==> src/rtl/aes_round_ctrl.sv <==
// Sequencing controller for the iterative AES datapath: INIT, NR-1 rounds, FINAL, then holds text_out valid.
// Optional macro AES_KEYLEN_SEL_EN selects the round count (10/12/14) from in_keylen at start.
module aes_round_ctrl #(
  parameter int NR_DEFAULT = 10,
  parameter int RCW        = 4
) (
  input  logic           clk,
  input  logic           rst,
  input  logic           in_valid,
  output logic           in_ready,
  input  logic [1:0]     in_keylen,
  output logic           out_valid,
  input  logic           out_ready,
  output logic           dp_init,
  output logic           dp_round_en,
  output logic           dp_last,
  output logic [RCW-1:0] dp_round,
  output logic           kexp_en,
  output logic           text_out_ld,
  output logic           busy
);

  localparam logic [2:0] S_IDLE  = 3'd0;
  localparam logic [2:0] S_INIT  = 3'd1;
  localparam logic [2:0] S_ROUND = 3'd2;
  localparam logic [2:0] S_FINAL = 3'd3;
  localparam logic [2:0] S_OUT   = 3'd4;

  logic [2:0]     state_q, state_d;
  logic [RCW-1:0] rc_q, rc_d;
  logic [RCW-1:0] nr_q, nr_d;
  logic [RCW-1:0] nr_sel;
  logic           start;

`ifdef AES_KEYLEN_SEL_EN
  // Reserved code 2'b11 falls back to the 128-bit round count.
  always_comb begin
    case (in_keylen)
      2'b01:   nr_sel = RCW'(12);
      2'b10:   nr_sel = RCW'(14);
      default: nr_sel = RCW'(10);
    endcase
  end
`else
  logic keylen_unused;
  assign keylen_unused = ^in_keylen;
  assign nr_sel        = RCW'(NR_DEFAULT);
`endif

  assign in_ready = (state_q == S_IDLE) | ((state_q == S_OUT) & out_ready);
  assign start    = in_valid & in_ready;

  always_comb begin
    state_d = state_q;
    rc_d    = rc_q;
    nr_d    = nr_q;
    case (state_q)
      S_IDLE: begin
        if (start) begin
          state_d = S_INIT;
          nr_d    = nr_sel;
          rc_d    = '0;
        end
      end
      S_INIT: begin
        state_d = S_ROUND;
        rc_d    = RCW'(1);
      end
      S_ROUND: begin
        if (rc_q == nr_q - RCW'(1)) state_d = S_FINAL;
        else                        rc_d    = rc_q + RCW'(1);
      end
      S_FINAL: state_d = S_OUT;
      S_OUT: begin
        // Accept and restart in the same cycle so back-to-back blocks see no bubble.
        if (out_ready) begin
          if (in_valid) begin
            state_d = S_INIT;
            nr_d    = nr_sel;
            rc_d    = '0;
          end else begin
            state_d = S_IDLE;
          end
        end
      end
      default: state_d = S_IDLE;
    endcase
  end

  always_ff @(posedge clk) begin
    if (rst) begin
      state_q <= S_IDLE;
      rc_q    <= '0;
      nr_q    <= RCW'(NR_DEFAULT);
    end else begin
      state_q <= state_d;
      rc_q    <= rc_d;
      nr_q    <= nr_d;
    end
  end

  // Moore decode: every strobe follows registered state only.
  always_comb begin
    dp_init     = 1'b0;
    dp_round_en = 1'b0;
    dp_last     = 1'b0;
    dp_round    = '0;
    kexp_en     = 1'b0;
    text_out_ld = 1'b0;
    case (state_q)
      S_INIT: begin
        dp_init = 1'b1;
        kexp_en = 1'b1;
      end
      S_ROUND: begin
        dp_round_en = 1'b1;
        kexp_en     = 1'b1;
        dp_round    = rc_q;
      end
      S_FINAL: begin
        dp_round_en = 1'b1;
        dp_last     = 1'b1;
        text_out_ld = 1'b1;
        dp_round    = nr_q;
      end
      default: ;
    endcase
  end

  assign out_valid = (state_q == S_OUT);
  assign busy      = (state_q == S_INIT) | (state_q == S_ROUND) | (state_q == S_FINAL);

endmodule

==> config.mk <==
export PLATFORM = sky130hd
export DESIGN_NAME = aes_round_ctrl
export DESIGN_NICKNAME = d
export VERILOG_FILES = /design/src/rtl/aes_round_ctrl.sv
export SDC_FILE = /design/constraint.sdc
export NUM_CORES = 1
export LEC_CHECK = 0
export BUFFER_PORTS_ARGS = -buffer_cell sky130_fd_sc_hd__buf_2
export CELL_PAD_IN_SITES_DETAIL_PLACEMENT = 1
export CELL_PAD_IN_SITES_GLOBAL_PLACEMENT = 2
export CORE_MARGIN = 1
export CORE_UTILIZATION = 25
export CTS_CLUSTER_SIZE = 16
export DETAILED_ROUTE_END_ITERATION = 12
export PLACE_DENSITY = 0.81
export REMOVE_ABC_BUFFERS = 1
export SKIP_CTS_REPAIR_TIMING = 1
export SYNTH_ARGS = -nofsm -noshare
export SYNTH_HDL_FRONTEND = slang
export SYNTH_SLANG_ARGS = --single-unit
==> constraint.sdc <==
create_clock -name clk -period 1.65 [get_ports clk]
set_input_delay 0.33 -clock clk [delete_from_list [all_inputs] [get_ports clk]]
set_output_delay 0.33 -clock clk [all_outputs]
set_load 0.05 [all_outputs]
==> flow_metrics.py <==
metrics = {
    "floorplan": {
        "start_util_pct": 27.6,
        "chipWidth_um": 46.6,
        "dieArea_um2": 2170,
        "die_y_um": 46.6,
        "core_um2": 1800,
        "ios": 18,
        "rows": 15,
    },
    "grt": {
        "antenna_found_initial": 0,
        "grt_pass1_vias": 523,
        "grt_start_max_net_pins": 10,
        "grt_pass1_wl_um": 2280,
        "grt_remaining_overflow": 0,
        "grt_usage_pct": 14.6,
    },
    "min_path": {
        "hold_start": "rst",
        "hp-class": "in -> reg",
    },
    "clocking": {
        "cts_tree": "built",
        "numCtsBuffers": 3,
        "htree_levels": 1,
        "clk_latency_ps": 260,
        "cts-root-buf": "clkbuf_4",
        "clock-sinks": 7,
        "cts.reportedPaths.clkPinSlew_ps": 60,
        "clockBufferDepth": 2,
    },
    "sta": {
        "worst_slack_ps": 33.8,
        "final.setup.tns_ps": 0,
        "period_needed_ps": 1620,
        "setup_viol": 0,
        "drv_slew": 0,
        "clock_skew_ps": 4.62,
        "maxClockFrequency_mhz": 619,
        "fin_crit_sh_pct": 97.9,
        "rsz0062_at_grt": "true",
        "relSlewSlack_pct": 69.8,
        "tightest_slew_ps": 448,
        "holdWs_ps": 366,
        "finalHoldViolations": 0,
    },
    "route": {
        "routed_wl_um": 1450,
        "firstDrtPassIters": 3,
        "drc": 0,
        "top_layer_used": "met4",
        "met3WireLength_um": 21,
        "wire_per_inst_um": 13.2,
        "drt-vias-per-instance": 4.97,
        "drt_iter0_drc": 3,
        "m1WireLength_um": 674,
        "vias": 547,
        "wl_met2_um": 729,
        "final_antenna_net_count": 0,
    },
    "run_status": {
        "outcome": "finished, final reports clean",
    },
    "pwr": {
        "p_leak_nw": 0.298,
        "irDropWorstVdd_mv": 0.369,
        "p_per_area_nw_per_um2": 991,
        "power_w": 0.000715,
    },
    "critical_path": {
        "cp-end-kind": "primary output",
        "r2r_slack_ps": 200,
        "critPathKind": "reg -> out",
        "r2r_start": "state_q[1]",
        "worstPathRequired_ps": 1320,
        "crit_start": "state_q[2]",
        "cp_data_arrival_time_ps": 1290,
        "critical_path.max_fanout": 6,
        "cp-start-kind": "register",
    },
    "layout": {
        "area_delta_synth_final_pct": 45.3,
        "final_nets": 94,
        "drive_gt1_share_pct": 41.2,
        "n_antenna_cell": 0,
        "nFillCells": 229,
    },
    "synthesis": {
        "synth_cells": 65,
        "yosys_warnings": 0,
        "syn_avg_cell_area_um2": 7.64,
        "synthDistinctLibCells": 29,
        "ys_seq_elements": 7,
        "synth_seq_area_share_pct": 28.2,
        "synth.cell_area_um2": 497,
    },
    "place": {
        "gp_congestion": 0.746,
        "dp_hpwl_um": 1030,
        "port_buffers": 15,
        "dp_worst_setup_slack_ps": 52.2,
    },
    "run": {
        "drv_cap": 0,
    },
}
synth_stat cells, drive strengths merged:
| cell type | n | area (µm²) |
|---|---|---|
| or3b | 1 | 8.76 |
| buf | 5 | 28.8 |
| and2 | 4 | 25.0 |
| o21ai | 1 | 5.00 |
| nand3b | 2 | 15.0 |
| nor3b | 1 | 12.5 |
| o21bai | 1 | 7.51 |
| nand4b | 1 | 8.76 |
| o21a | 1 | 7.51 |
| nand2b | 1 | 6.26 |
| a21oi | 4 | 20.0 |
| a311oi | 1 | 15.0 |
| o22a | 1 | 8.76 |
| nand3 | 3 | 15.0 |
| nor2 | 10 | 37.5 |
| a211oi | 1 | 7.51 |
| a2bb2oi | 1 | 8.76 |
| a21boi | 1 | 7.51 |
| ha | 2 | 25.0 |
| nor2b | 2 | 12.5 |
| dfxtp | 7 | 140 |
| xnor2 | 1 | 8.76 |
| nor3 | 4 | 20.0 |
| and2b | 1 | 7.51 |
| inv | 2 | 7.51 |
| a31oi | 3 | 18.8 |
| nand2 | 3 | 11.3 |
path summary, 6_finish.rpt:
kind / endpoint / depth (start not counted)
setup / recovery: in_ready / 4
hold / removal: rc_q[3] / 2
setup reg to reg: rc_q[3] / 5
hold reg to reg: rc_q[3] / 1
layout make-up:
type	count	area (µm²)	share of cell area, %
multi-input combinational	51	349	48.4
timing repair buffer	21	159	22.0
sequential	7	149	20.6
tap	25	31.3	4.33
clock buffer	4	26.3	3.64
inverter	2	7.51	1.04
layer usage:
| layer | GRT usage (%) | vias to the layer above |
|---|---|---|
| met1 | 19.7 | 268 |
| met4 | 7.06 | 0 |
| met3 | 1.18 | 3 |
| met2 | 23.1 | 8 |
| li1 | - | 268 |
| met5 | 0 | - |
power breakdown:
part	switching (W)	internal (W)	total [W]
combinational	0.000222	0.000122	0.000344
clock	0.0000701	0.0000928	0.000163
sequential	0.0000242	0.000184	0.000208
total	0.000316	0.000399	0.000715
cells in the final DEF (no fill, tap or decap), types with 3 or more instances in the layout:
cell type / n
buf_6: 3
nor2_1: 9
a21oi_1: 4
dfxtp_1: 4
nand3_1: 3
nand2_1: 3
clkbuf_4: 4
buf_2: 7
a31oi_1: 3
buf_4: 9
nor3_1: 3
critical path, cell delays in order (launching register included):
cell	delay, ps
dfxtp_4	370
buf_6	130
nor2b_2	160
nor3_2	190
buf_6	180
registers in the layout (all words and copies together) (netlist names):
register and flops:
rc_q 4, state_q 3
kinds of logic after synthesis:
logic type | count (synthesis) | share of synthesized area (%)
xor gates and xnor gates | 1 | 1.76
DFF | 7 | 28.2
AOI/OAI and AO/OA | 15 | 21.4
and+or+nand+nor | 33 | 36.3
adders and majority gates | 2 | 5.04
buffers and inverters | 7 | 7.30
per-stage QoR:
step	util, %	instances	cell area, µm²
2_1_floorplan	-	60	468
3_3_place_gp	33.5	104	604
3_5_place_dp	33.5	104	604
4_1_cts	35.0	108	631
5_1_grt	40.1	110	722
6_report	40.1	110	722
No activity file was read; power rests on OpenSTA's default activity.
